===== src/rtl/nrzi_unstuff_deser.sv =====
// NRZI receive decoder: strips stuffed bits, flags stuffing violations and
// packs payload LSB-first into words, flushing a partial word at end of packet.
module nrzi_unstuff_deser #(
  parameter int QUAL_W     = 9,
  parameter int STUFF_LEN  = 6,
  parameter int DATA_W     = 8,
  parameter bit IDLE_LEVEL = 1'b1
) (
  input  logic                          gclk,
  input  logic                          reset_l,
  input  logic                          start_rxd,
  input  logic                          rx_data_in,
  input  logic [QUAL_W-1:0]             qual_in,
  output logic                          rx_data_out,
  output logic                          rx_data_valid,
  output logic [QUAL_W-1:0]             qual_out,
  output logic                          stuff_err,
  output logic [DATA_W-1:0]             rx_word,
  output logic                          rx_word_valid,
  output logic                          rx_word_partial,
  output logic [$clog2(DATA_W+1)-1:0]   rx_word_bits,
  output logic [1:0]                    dbg_state
);

  localparam int CW = $clog2(DATA_W + 1);
  localparam int IW = (DATA_W > 1) ? $clog2(DATA_W) : 1;
  localparam int OW = $clog2(STUFF_LEN + 1);

  typedef enum logic [1:0] {
    S_IDLE = 2'd0,
    S_RECV = 2'd1,
    S_ERR  = 2'd2
  } state_t;

  // Handshake: rx_data_valid qualifies rx_data_out for one cycle; rx_word_valid
  // is a one-cycle strobe qualifying rx_word, rx_word_partial and rx_word_bits.
  // There is no backpressure: the consumer must take every strobe.

  state_t              r_state;
  state_t              w_state_nxt;
  logic                r_last;
  logic [OW-1:0]       r_ones;
  logic [CW-1:0]       r_bit_cnt;
  logic [DATA_W-1:0]   r_shift;
  logic                r_data_out;
  logic                r_data_valid;
  logic [QUAL_W-1:0]   r_qual;
  logic                r_err;
  logic [DATA_W-1:0]   r_word;
  logic                r_word_valid;
  logic                r_word_partial;
  logic [CW-1:0]       r_word_bits;

  logic                w_dec;
  logic [IW-1:0]       w_idx;
  logic [DATA_W-1:0]   w_shift_ins;
  logic [OW-1:0]       w_ones_nxt;
  logic [CW-1:0]       w_bit_cnt_nxt;
  logic [DATA_W-1:0]   w_shift_nxt;
  logic                w_data_out;
  logic                w_data_valid;
  logic                w_err;
  logic [DATA_W-1:0]   w_word;
  logic                w_word_valid;
  logic                w_word_partial;
  logic [CW-1:0]       w_word_bits;

  always_comb begin
    w_dec          = (start_rxd && (rx_data_in != r_last)) ? 1'b0 : 1'b1;
    w_idx          = r_bit_cnt[IW-1:0];
    // A new word starts from zero so a later flush has its upper bits clear.
    w_shift_ins    = (r_bit_cnt == '0) ? '0 : r_shift;
    w_shift_ins[w_idx] = w_dec;

    w_state_nxt    = r_state;
    w_ones_nxt     = '0;
    w_bit_cnt_nxt  = r_bit_cnt;
    w_shift_nxt    = r_shift;
    w_data_out     = 1'b1;
    w_data_valid   = 1'b0;
    w_err          = 1'b0;
    w_word         = r_word;
    w_word_valid   = 1'b0;
    w_word_partial = 1'b0;
    w_word_bits    = r_word_bits;

    case (r_state)
      S_IDLE, S_RECV: begin
        if (start_rxd) begin
          w_state_nxt = S_RECV;
          if (r_ones < OW'(STUFF_LEN)) begin
            w_data_valid = 1'b1;
            w_data_out   = w_dec;
            w_ones_nxt   = w_dec ? (r_ones + OW'(1)) : '0;
            w_shift_nxt  = w_shift_ins;
            if (r_bit_cnt == CW'(DATA_W - 1)) begin
              w_word         = w_shift_ins;
              w_word_valid   = 1'b1;
              w_word_bits    = CW'(DATA_W);
              w_bit_cnt_nxt  = '0;
            end else begin
              w_bit_cnt_nxt  = r_bit_cnt + CW'(1);
            end
          end else if (w_dec) begin
            w_state_nxt   = S_ERR;
            w_err         = 1'b1;
            w_bit_cnt_nxt = '0;
          end
        end else begin
          w_state_nxt   = S_IDLE;
          w_bit_cnt_nxt = '0;
          if ((r_state == S_RECV) && (r_bit_cnt != '0)) begin
            w_word         = r_shift;
            w_word_valid   = 1'b1;
            w_word_partial = 1'b1;
            w_word_bits    = r_bit_cnt;
          end
        end
      end
      S_ERR: begin
        w_bit_cnt_nxt = '0;
        if (start_rxd) begin
          w_err = 1'b1;
        end else begin
          w_state_nxt = S_IDLE;
        end
      end
      default: begin
        w_state_nxt   = S_IDLE;
        w_bit_cnt_nxt = '0;
      end
    endcase
  end

  always_ff @(posedge gclk or negedge reset_l) begin
    if (!reset_l) begin
      r_state        <= S_IDLE;
      r_last         <= IDLE_LEVEL;
      r_ones         <= '0;
      r_bit_cnt      <= '0;
      r_shift        <= '0;
      r_data_out     <= 1'b1;
      r_data_valid   <= 1'b0;
      r_qual         <= '0;
      r_err          <= 1'b0;
      r_word         <= '0;
      r_word_valid   <= 1'b0;
      r_word_partial <= 1'b0;
      r_word_bits    <= '0;
    end else begin
      r_state        <= w_state_nxt;
      r_last         <= rx_data_in;
      r_ones         <= w_ones_nxt;
      r_bit_cnt      <= w_bit_cnt_nxt;
      r_shift        <= w_shift_nxt;
      r_data_out     <= w_data_out;
      r_data_valid   <= w_data_valid;
      r_qual         <= qual_in;
      r_err          <= w_err;
      r_word         <= w_word;
      r_word_valid   <= w_word_valid;
      r_word_partial <= w_word_partial;
      r_word_bits    <= w_word_bits;
    end
  end

  assign rx_data_out     = r_data_out;
  assign rx_data_valid   = r_data_valid;
  assign qual_out        = r_qual;
  assign stuff_err       = r_err;
  assign rx_word         = r_word;
  assign rx_word_valid   = r_word_valid;
  assign rx_word_partial = r_word_partial;
  assign rx_word_bits    = r_word_bits;
  assign dbg_state       = r_state;

endmodule


===== config.mk =====
export PLATFORM = sky130hd
export DESIGN_NAME = nrzi_unstuff_deser
export DESIGN_NICKNAME = d
export VERILOG_FILES = /design/src/rtl/nrzi_unstuff_deser.sv
export SDC_FILE = /design/constraint.sdc
export NUM_CORES = 1
export LEC_CHECK = 0
export CORE_ASPECT_RATIO = 2
export CORE_UTILIZATION = 33
export DETAILED_ROUTE_END_ITERATION = 7
export GPL_ROUTABILITY_DRIVEN = 0
export SLEW_MARGIN = 20
export SYNTH_ARGS = -nofsm -noshare
export SYNTH_HDL_FRONTEND = slang
export SYNTH_SLANG_ARGS = --single-unit

===== constraint.sdc =====
create_clock -name gclk -period 2.2 [get_ports gclk]
set_input_delay 0.33 -clock gclk [delete_from_list [all_inputs] [get_ports gclk]]
set_output_delay 0.33 -clock gclk [all_outputs]
set_load 0.02 [all_outputs]

**Word-level counts from Yosys, hierarchy flattened**

Cells that the tools add are included.

- Register bits after elaboration: 44

- $add $sub $neg: 2
- Order comparisons: 3
- Equal/unequal tests: 8
- Multiplexer cells: 44
- Reductions and logical operators: 10

Operator list:

| operator | number |
|---|---|
| $mux 8 | 5 |
| $mux 4 | 9 |
| $mux 1 | 18 |
| $mux 3 | 4 |
| $bwmux 8 | 1 |
| $mux 2 | 4 |
| $add 4x1->4 const B | 1 |
| $eq 4x3->1 const B | 1 |
| $logic_not 4->1 | 1 |
| $lt 3x4->1 const B | 1 |
| $ne 2x1->1 const B | 2 |
| $ne 4x4->1 const B | 1 |
| $pmux 2 s2 | 1 |
| $reduce_and 4->1 | 1 |
| $reduce_bool 4->1 | 1 |
| $add 3x1->3 const B | 1 |
| $demux 1 s3 | 1 |
| $ge 3x1->1 const B | 1 |
| $logic_and 1x1->1 | 3 |
| $lt 3x3->1 const B | 1 |
| $reduce_and 3->1 | 1 |
| $eq 2x1->1 const B | 1 |
| $eq 2x2->1 const B | 1 |
| $logic_not 2->1 | 1 |
| 5 further kinds | 5 |

**Longest topological paths before layout**

Gate-level depths: netlist of the first run.

- Depth after elaboration: 8
- Gate-level depth with buffers: 10

**Worst setup path before layout of the first run**

OpenSTA, ideal clock, no wires.

- Path kind: flip-flop to flip-flop
- Start: register r_bit_cnt[0]
- End: register r_word_bits[3], in the netlist rx_word_bits[3]
- Setup time: 121 ps
- Arrival: 1782 ps
- Required time: 2079 ps
- Path slack: 296 ps
- Cell stages (with the launch flop): 11
- Buffers on the path: 2
- Clock period less this slack: 1904 ps
- Path through: dfrtp_1 > clkbuf_1 > inv_1 > ha_1 > or3b_1 > buf_6 > nand3_4 > inv_4 > a21oi_4 > inv_2 > o22a_1

- Cells in the longest elaborated chain, start to end: 4

Ends and longest elaborated chain:

| what | line | text |
|---|---|---|
| start, declared | 43 | `logic [CW-1:0] r_bit_cnt;` |
| start signal, assigned | 154 | `r_bit_cnt <= w_bit_cnt_nxt;` |
| $reduce_bool 4->1 | 112 | `if ((r_state == S_RECV) && (r_bit_cnt != '0)) begin` |
| $logic_and 1x1->1 | 112 |  |
| $reduce_bool 2->1 (no source line) | n/a |  |
| $reduce_and 4->1 (no source line) * | n/a |  |
| end signal, assigned | 163 | `r_word_bits <= w_word_bits;` |
| end, declared | 52 | `logic [CW-1:0] r_word_bits;` |

Every way passes the cells marked *; elsewhere a longest branch is shown, timed or not.
A chain may end at the register's enable or synchronous reset.

**Worst setup path in the final report of the first run**

Same ends and word-level chain as after synthesis.

==> results of run 1 <==
## power by group
part	switching (mW)	leakage, nW	internal, mW
logic	0.203	0.446	0.179
clock network	0.273	0.0645	0.401
registers	0.0396	0.566	0.880
## final cells by class
cell class / count / area share (%)
clock buffer: 7 / 3.85
clock inverter: 1 / 1.20
inverter: 6 / 1.00
multi-input combinational: 105 / 27.4
sequential: 44 / 44.1
tap: 60 / 3.00
timing repair buffer: 52 / 19.5
## metal layers
layer / vias to the layer above / wire, µm / part of all wire, % / GRT usage [%]
met5: - / 0 / 0 / 0
met4: 0 / 153 / 3.7 / 11.3
met3: 9 / 102 / 2.5 / 3.23
met2: 25 / 2360 / 57 / 28.1
met1: 680 / 1540 / 37 / 14.8
li1: 692 / - / - / -
## worst min-delay path by stage
stage            start            to  slack (ns)  depth (start not counted)
5_1_grt        reset_l   qual_out[4]        0.42                          2
3_5_place_dp   reset_l  dbg_state[1]        0.19                          1
2_1_floorplan  reset_l  dbg_state[0]        0.03                          0
3_3_place_gp   reset_l  dbg_state[1]        0.19                          1
4_1_cts        reset_l   qual_out[4]        0.39                          2
6_report       reset_l   qual_out[4]        0.40                          2
## layout by cell type (no fill, tap or decap), drive strengths merged, types with 2 or more instances in the layout
cell type / Yosys / layout
dfrtp: 42 / 42
clkdlybuf4s50: 0 / 39
o21ai: 13 / 13
buf: 4 / 12
nand2: 11 / 11
nand3b: 10 / 10
nand3: 10 / 10
a21oi: 10 / 10
a31oi: 7 / 7
o211ai: 7 / 7
clkbuf: 7 / 7
inv: 6 / 6
or3b: 4 / 4
nor3: 3 / 3
or3: 3 / 3
a22o: 3 / 3
ha: 3 / 3
nor2b: 2 / 2
xnor2: 2 / 2
and3: 2 / 2
o21a: 2 / 2
nor2: 2 / 2
nor3b: 2 / 2
dfstp: 2 / 2
## flip-flops by register name (all words and copies together) (netlist names), 2 cells and up
register and cells:
rx_word_bits 4, r_shift 8, r_ones 3, r_bit_cnt 4, dbg_state 2, rx_word 8, qual_out 9
## critical path, delay by kind of cell, from the launching register on
family	cells	cell delay, ns
flops	1	0.38
compound gates	2	0.34
fa+ha+maj	1	0.15
simple gates	2	0.54
buf+inv	3	0.22
## cells by family after synthesis
| kind of cell | Yosys count | synth area share, % |
|---|---|---|
| AND/OR/NAND/NOR | 52 | 16.9 |
| adder cells (fa/ha/maj) | 3 | 2.00 |
| flip-flops | 44 | 58.9 |
| AO/OA/AOI/OAI | 47 | 16.3 |
| buffers and inverters | 17 | 4.48 |
| XOR/XNOR | 3 | 1.40 |
==> results.txt, run 1 <==
The CTS sink count is 44. The area of the die came out at 6000 µm². The count of input and output buffers is 40. The count of placed standard cells including taps is 266. The predominant post-synthesis flop cell is dfrtp_1.

The worst setup path is captured at a register. The share of the core filled with cells came out at 46.2%. The number of core rows came out at 38. After synthesis, the cell types taking the most area are dfrtp_1 56%, nand3b_1 4.0%, o21ai_1 3.2%.

The worst setup skew after layout is 0.00706 ns. Dividing total power by cell area gives a power density of 789 nW/µm². The number of setup buffers added after CTS came out at 0. The mean instance size in the synthesized netlist came out at 11.3 µm². The area of all placed cells without fillers is 2500 µm². The count of TritonRoute iterations in the first routing pass came out at 5.

The share of cells above drive strength 1 came out at 12.6%. After filler insertion, the fill cell instance count of the layout stands at 542. The sequential cell area is 1100 µm². The chip width is 55.3 µm.

The data required time of the worst path came out at 2.40 ns. The overall power is 1.97 mW. Setup repair after global routing left no endpoint under its margin. In this run the vertical extent of the chip is 109 µm. The core box area came out at 5420 µm².

For this design, the slowest cell found on the critical path is or3b_1. The critical path goes through inv_1, ha_1, or3b_1, nand3_4, inv_4, a21oi_4, inv_2, o22a_1. The cell area after synthesis came out at 1870 µm². The final count of pins violating max slew came out at 0.

The level count of the clock H-tree is 2. The count of pins on the block boundary came out at 41. Leaving out filler cells and counting taps, the final layout contains 275. Final hold analysis gives a worst-case slack of 0.403 ns. The cts-stage hold buffer count is 1. The largest net degree at the start of global routing came out at 21.

The count of antenna diodes in the layout came out at 0. The min-delay analysis places its worst path in the category input pin to asynchronous set/reset pin. The final critical-path share of the clock period came out at 79.2%. The sequential cell area fraction in the yosys report came out at 58.9%. The count of endpoints failing setup in the final report is 0.

The commonest cells after synthesis are 42 x dfrtp_1, 12 x o21ai_1, 11 x nand2_1. The endpoint of the lowest-slack register-to-register path is rx_word_bits[3]. The maximum count of clock buffers along a single path came out at 2. The startpoint of the most critical setup path is r_bit_cnt[0]. The placed cell area is 2370 µm². The sum of overflow across all layers after global routing came out at 0. The largest stage delay on the critical path is 0.42 ns. The number of nets in the synthesized netlist came out at 182.

Timing would allow up to 574 MHz. The number of vias after detailed routing is 1406. STA classifies the critical path startpoint as a register. Once routing completed, OpenROAD measured the worst setup slack at 0.458 ns. The highest net fanout along the worst path is 13. The number of synthesized register bits came out at 44. The signed area change from the synthesized netlist to the final layout is 33.7%. The flow ran to the end, and the final reports show no timing, DRC or antenna violations.

Synthesis produced a netlist whose cell count is 166. In the final design database the tool counted 230 nets. The violation count after the first detailed-route iteration came out at 23. The initial core utilization is 34.6%. The post-detailed-route count of antenna-violating nets came out at 0.

The final period demand of the worst path came out at 1.74 ns. In this run, distinct cell masters in the synthesized netlist total 38. The worst supply voltage drop on vdd is 0.480 mV. The number of failing hold endpoints at the final stage came to 0.

The CTS tree is built. The biggest area contributor in the post-synthesis netlist is dfrtp_1. The number of antenna violations at the first check in global routing was 0. The relative max-transition margin came out at 77.7%. The clock latency at the later pin of the worst-skew pair is 0.30 ns. The number of gates resized after cts is 0. The number of warnings issued by yosys came out at 0. The multi-input logic area came out at 686 µm². The actual transition at the worst max-transition pin is 0.333 ns.

In this run the register-to-register setup slack is 0.46 ns. The wire-length estimate of the detail-placed layout is 3090 µm. The DRC violation count after routing came out at 0.

Counting flops with a built-in enable in the synthesized netlist gives 0. The clock transition at the register clock pins on the worst setup and hold paths after CTS came out at 0.08 ns. The reported leakage power came out at 1.08 nW. The root buffer cell is clkbuf_8.

The critical setup path kind is register to register. Across the run, the number of max-cap violations was 0. The first-pass GRT wire length is 6920 µm. The worst slack at placement is 0.272 ns. After routing, the total negative slack on setup checks comes to 0 ns.

The reg-to-reg critical path startpoint is r_bit_cnt[0]. The TritonCTS buffer count came out at 5. The last element of the critical path is rx_word_bits[3]. The final wirelength is 4160 µm.

Global routing used 15.3% of the available tracks across all layers. The number of vias per cell is 5.11. Of all flip-flops after synthesis, the portion carrying an async set or reset was 100%.

The top-area cell type share of the netlist area is 56.1%. dfrtp_1 is the most common cell in the netlist. The number of global-route vias before repair came out at 1510.

The average wire length per cell after detail routing is 15.1 µm. Measured in cells, the most critical reg-to-reg path has a length of 8. The arrival time at the worst endpoint is 1.94 ns.
No activity file was read; power rests on OpenSTA's default activity.
==> inputs of run 2 (changes only) <==
clock period = 1.5 ns   (was 2.2 ns; I/O delays follow)
==> run 2 against run 1 <==
  * The run now ends with setup timing left
  * Total power is 56% higher
  * Sequential power rose by 49%
  * Global-route usage rose by 0.73 points
  * Maximum frequency increased by 7.3%
  * Setup slack worse by 0.58 ns
  * First-iteration DRC count shrank 4.3%
  * Cell area up 20%
  * Largest cell class unchanged
  * Largest power group unchanged
==> results.txt, run 2 (same netlist as run 1, synthesis figures left out) <==
The share of the core filled with cells came to 55.3% (+9.1 points). The setup TNS came to -1.70 ns (-1.70 ns). The total number of nets in the final design came out at 253 (+10%).

The post-detailed-route count of antenna-violating nets is 0 (unchanged). The area of all placed cells without fillers is 3000 µm² (+20%). The checks that failed: setup timing.

The count of pins on the block boundary was 41 (unchanged). The count of endpoints failing setup in the final report came out at 21 (+21). The highest net fanout along the worst path came to 4 (-9).

The count of max-cap constraint violations is 0 (unchanged). The number of vias per cell is 5.13 (+0.42%). The overall power is 3.08 mW (+56%). The upper clock frequency limit is 616 MHz (+7.3%). The initial core utilization came out at 34.6% (unchanged). The worst hold slack across all endpoints is 0.352 ns (-0.0512 ns).

The count of TritonRoute iterations in the first routing pass is 4 (-1). Among all stages on the critical path, the largest delay is contributed by dfrtp_1. The sink of the worst hold path is qual_out[3].

The chip width came to 55.3 µm (unchanged). The library cell used most frequently in the layout, excluding fill and tap cells, is dfrtp_1. The run finished, with violations left. The final wirelength is 4710 µm (+13%). The height of the die is 109 µm (unchanged). The largest net degree at the start of global routing came out at 45 (+110%). The TritonCTS buffer count is 5 (unchanged). The flip-flop count of the largest register after layout is 9 (unchanged). The setup path with the least slack is of type register to register.

The startpoint identified for the worst hold timing path is qual_in[3]. The reg-to-reg critical path startpoint is r_bit_cnt[0]. The worst supply voltage drop on vdd came out at 0.775 mV (+62%). The classification of the worst-slack hold path is input pin to register. The core box area is 5420 µm² (unchanged).

The final critical-path share of the clock period came out at 108% (+29 points). The average wire length per cell after detail routing is 15.8 µm (+4.6%). The number of failing hold endpoints at the final stage is 0 (unchanged). The count of antenna diodes in the layout is 0 (unchanged). The violation count after the first detailed-route iteration is 22 (-4.3%). The area of the die came out at 6000 µm² (unchanged).

The relative max-transition margin is 81.5% (+3.8 points). The first-pass GRT wire length came out at 7370 µm (+6.5%). The count of cells along the worst register-to-register path is 8 (unchanged). The clock transition at the register clock pins on the worst setup and hold paths after CTS is 0.08 ns (about the same). The final period demand of the worst path came out at 1.62 ns (-0.119 ns). The sum of overflow across all layers after global routing came out at 0 (unchanged). The half-perimeter wire length after detailed placement came out at 3200 µm (+3.7%).

The signed area change from the synthesized netlist to the final layout is 59.9%. The placed cell area came out at 2580 µm² (+9.2%). The clock latency at the later pin of the worst-skew pair came out at 0.30 ns (about the same). The largest stage delay on the critical path came out at 0.42 ns (about the same). The maximum count of clock buffers along a single path is 2 (unchanged).

The worst setup path is launched from a register. The post-route non-filler standard cell count came out at 298 (+8.4%). The worst setup skew after layout was 0.00394 ns (-0.00311 ns). The final count of pins violating max slew was 0 (unchanged). The cell count of the worst hold path came out at 1.

The level count of the clock H-tree is 2 (unchanged). The areal power density over the cells is 1030 nW/µm² (+31%). The share of cells above drive strength 1 is 31.9% (+19 points). STA classifies the critical path endpoint as a register.

The number of global-route vias before repair is 1549 (+2.6%). The top cell types in the final layout, fill and taps aside, are 42 x dfrtp_1, 24 x buf_4, 20 x clkdlybuf4s50_1. The count of placed standard cells including taps is 286 (+7.5%).

The DRC violation count after routing came out at 0 (unchanged). The data required time of the worst path came out at 1.69 ns (-0.71 ns). The reported leakage power is 1.43 nW (+33%). The worst setup slack for register-to-register paths came out at -0.12 ns (-0.58 ns). Traced cell by cell, the critical path runs through inv_4, ha_4, or3b_4, nand3_4, inv_6, a21oi_4, inv_2, o22a_1. The number of core rows was 38 (unchanged). The smallest setup slack after layout is -0.123 ns (-0.581 ns).

The actual transition at the worst max-transition pin came to 0.275 ns (-0.0581 ns). The number of antenna violations at the first check in global routing came out at 0 (unchanged). Setup repair after global routing could not meet its margin everywhere. The all-layer global routing usage came out at 16.0% (+0.73 points). The endpoint identified for the worst register-to-register timing path is rx_word_bits[3].

The worst slack at placement was -0.233 ns (-0.505 ns). The number of vias after detailed routing is 1530 (+8.8%). The root buffer cell is clkbuf_8. TritonCTS built the clock tree.

The arrival time at the worst endpoint is 1.82 ns (-0.12 ns). The CTS sink count is 44 (unchanged). The count of input and output buffers is 40 (unchanged).
run 2: how the worst max path moves through the flow:
stage                 startpoint               to  cells past startpoint
CTS                 r_bit_cnt[0]  rx_word_bits[3]                      8
detailed placement     start_rxd  rx_word_bits[3]                      9
floorplan           r_bit_cnt[0]  rx_word_bits[3]                     10
global route        r_bit_cnt[0]  rx_word_bits[3]                      8
global placement       start_rxd  rx_word_bits[3]                      9
finish              r_bit_cnt[0]  rx_word_bits[3]                      8
run 2: area by class of cell:
cell class	count	area, µm²
fillers	487	2420
flip-flops and latches	44	1100
multi-input cells	105	895
repair buffers	75	763
clock buffers	7	96.3
well taps	60	75.1
inverters	6	32.5
clock inverters	1	30.0
run 2: worst max-delay path, delay by kind of cell (launching register included):
family                   cells  cell delay, ns
adder cells (fa/ha/maj)      1            0.12
buffers and inverters        3            0.20
AND/OR/NAND/NOR              2            0.50
flip-flops                   1            0.42
AO/OA/AOI/OAI                2            0.27
run 2: per-layer routing:
| layer | GRT usage, % | wire length [µm] | up-vias |
|---|---|---|---|
| met5 | 0 | 0 | - |
| met2 | 31.8 | 2820 | 18 |
| met4 | 7.32 | 88 | 0 |
| li1 | - | - | 741 |
| met1 | 15.3 | 1700 | 765 |
| met3 | 3.23 | 101 | 6 |
run 2: where the power goes:
| part | switching (mW) | internal [mW] | leakage (nW) | total [mW] |
|---|---|---|---|---|
| Combinational | 0.366 | 0.355 | 0.803 | 0.720 |
| Clock | 0.410 | 0.588 | 0.0645 | 0.997 |
| Sequential | 0.0746 | 1.29 | 0.566 | 1.37 |
| Total | 0.850 | 2.23 | 1.43 | 3.08 |
run 2: repair_timing:
item,4_1_cts,5_1_grt
hold buffers,1,0
cloned,1,0
resized for setup,39,22
setup endpoints to repair,30,34
pin swaps,7,1
setup buffers,3,0
endpoints found under the hold margin,42,0
==> inputs of run 3 (changes only) <==
SKIP_CTS_REPAIR_TIMING = 1   (was unset)
SLEW_MARGIN = 30   (was 20)
==> run 3 against run 2 <==
  * The run still ends with setup timing left
  * Global-route usage down 0.93 points
  * Clock power about the same
  * Clock skew about the same
  * Sequential power about the same
  * Wire length down 5.3%
  * Worst hold slack better by 0.0022 ns
  * Clock-buffer cell count unchanged
  * Critical path depth down 2
  * Combinational power down 8.6%
  * Largest cell class unchanged
==> results.txt, run 3 (same netlist as run 1, synthesis figures left out) <==
The tree is rooted in a clkbuf_8. The count of TritonRoute iterations in the first routing pass came to 4 (unchanged). The core box area is 5420 µm² (unchanged). The final period demand of the worst path is 1.62 ns (+0.00101 ns).

The clock transition at the register clock pins on the worst setup and hold paths after CTS came out at 0.08 ns (about the same). The largest stage delay on the critical path is 0.42 ns (about the same). The met3 layer usage reported by global route came out at 3.47% (+0.24 points). The placed cell area is 2580 µm² (unchanged). The final wirelength was 4460 µm (-5.3%). The average wire length per cell after detail routing is 15.0 µm (-5.0%). Broken down by cell family, the worst path's largest delay share belongs to flip-flops. The worst slack at placement was -0.233 ns (unchanged). The layout filler cell count was 514 (+5.5%).

The number of antenna violations at the first check in global routing is 0 (unchanged). The top cell types in the final layout, fill and taps aside, are 42 x dfrtp_1, 27 x buf_4, 20 x dlymetal6s2s_1. The CTS tree is built. The upper clock frequency limit was 616 MHz (about the same). The area of all placed cells without fillers came out at 2870 µm² (-4.3%). The height of the die came out at 109 µm (unchanged). The areal power density over the cells was 1050 nW/µm² (+2.0%). The initial core utilization is 34.6% (unchanged). The violation count after the first detailed-route iteration came out at 15 (-32%). The number of core rows came out at 38 (unchanged).

The final critical-path share of the clock period came out at 108% (about the same). Setup repair after global routing could not meet its margin everywhere. The worst setup skew after layout is 0.00390 ns (-0.0000440 ns). The number of vias after detailed routing came out at 1537 (+0.46%).

The CTS sink count is 44 (unchanged). The arrival time at the worst endpoint came to 1.81 ns (about the same). The worst supply voltage drop on vdd was 0.742 mV (-4.3%).

The clock latency at the later pin of the worst-skew pair came out at 0.30 ns (about the same). The all-layer global routing usage came out at 15.1% (-0.93 points). The TritonCTS buffer count is 5 (unchanged). The sum of overflow across all layers after global routing is 0 (unchanged). The smallest setup slack after layout was -0.124 ns (-0.00101 ns). The relative max-transition margin came out at 81.2% (-0.30 points). Leaving out fill and tap cells, the most frequent cell in the layout is dfrtp_1.

The DRC violation count after routing is 0 (unchanged). The post-detailed-route count of antenna-violating nets came out at 0 (unchanged). The count of max-cap constraint violations came out at 0 (unchanged).

The actual transition at the worst max-transition pin came out at 0.280 ns (+0.00451 ns). The number of failing hold endpoints at the final stage is 0 (unchanged). The signal on the critical path passes through inv_4, ha_4, or3b_4, buf_4, a31oi_1, o211ai_1. The flow ran to the end, but the final reports show violations. The largest net degree at the start of global routing is 45 (unchanged). The number of global-route vias before repair came to 1491 (-3.7%).

Among all stages on the critical path, the largest delay is contributed by dfrtp_1. The count of antenna diodes in the layout came out at 0 (unchanged). The critical setup path kind is register to register. The flip-flop count of the largest register after layout is 9 (unchanged). The most heavily used metal layer in global routing is met2. STA classifies the critical path startpoint as a register. The reported leakage power came out at 1.48 nW (+3.5%). The area of the die is 6000 µm² (unchanged).

The met2 usage in global routing came to 29.2% (-2.7 points). The first-pass GRT wire length was 6930 µm (-6.0%). The data required time of the worst path is 1.69 ns (about the same). The highest net fanout along the worst path is 7 (+3). STA classifies the critical path endpoint as a register. The final count of pins violating max slew is 0 (unchanged). The level count of the clock H-tree is 2 (unchanged). The count of input and output buffers came to 40 (unchanged). The checks that failed: setup timing. The maximum count of clock buffers along a single path is 2 (unchanged). The classification of the worst-slack hold path is input pin to register.

The half-perimeter wire length after detailed placement is 3200 µm (unchanged). The signed area change from the synthesized netlist to the final layout came out at 53.0%. The total number of nets in the final design came out at 252 (-0.40%).

The chip width came out at 55.3 µm (unchanged). The count of endpoints failing setup in the final report is 21 (unchanged). The share of the core filled with cells was 52.9% (-2.4 points). The sum of buffers and inverters on the critical path came to 2 (-1). The met1 usage came out at 14.3% (-1.0 points). The number of vias per cell is 5.18 (+0.80%).

The worst hold slack across all endpoints was 0.354 ns (+0.00220 ns). The share of cells above drive strength 1 came out at 27.4% (-4.5 points). The count of pins on the block boundary came out at 41 (unchanged). The count of placed standard cells including taps is 286 (unchanged). The post-route non-filler standard cell count was 297 (-0.34%).
[run 3: cell types whose count changed in the layout (fill, tap and decap cells not counted), moves of 5 or more]
| cell | delta |
|---|---|
| buf_6 | -5 |
| a31oi_4 | -6 |
| dlygate4sd2_1 | -8 |
| dlymetal6s2s_1 | +9 |
| a31oi_2 | +5 |
[run 3: layer usage]
metal | share of wire, % | wire (µm) | up-vias
met5 | 0 | 0 | -
met4 | 2.3 | 102 | 0
met2 | 60 | 2670 | 20
li1 | - | - | 736
met1 | 36 | 1600 | 774
met3 | 1.8 | 82 | 7
[run 3: final timing paths]
check | startpoint | endpoint | slack (ns) | cells after the start
worst max-delay path | r_bit_cnt[1] | rx_word[5] | -0.12 | 6
worst min-delay path | qual_in[3] | qual_out[3] | 0.35 | 1
worst max register to register | r_bit_cnt[1] | rx_word[5] | -0.12 | 6
worst min register to register | r_ones[0] | r_ones[0] | 0.46 | 1
max in group asynchronous | reset_l | r_last | 0.81 | 3
min in group asynchronous | reset_l | dbg_state[0] | 0.43 | 3
[run 3: final cells by class]
type / instances / area (µm²) / area share [%]
sequential: 44 / 1100 / 38.5
tap: 60 / 75.1 / 2.62
clock inverter: 1 / 30.0 / 1.05
clock buffer: 7 / 96.3 / 3.36
multi-input combinational: 105 / 759 / 26.5
inverter: 6 / 32.5 / 1.13
timing repair buffer: 74 / 769 / 26.8
[run 3: power breakdown]
part | leakage [nW] | switching [mW] | internal [mW]
clock network | 0.0645 | 0.406 | 0.588
logic | 0.854 | 0.328 | 0.330
registers | 0.566 | 0.0654 | 1.29
total | 1.48 | 0.800 | 2.21
[run 3: stage by stage]
step           TNS, ns  power, mW
6_report         -1.84       3.01
2_1_floorplan    -4.03       1.69
3_5_place_dp     -5.57       2.01
4_1_cts          -3.53       3.01
5_1_grt          -3.55       3.16
3_3_place_gp     -5.28       2.00
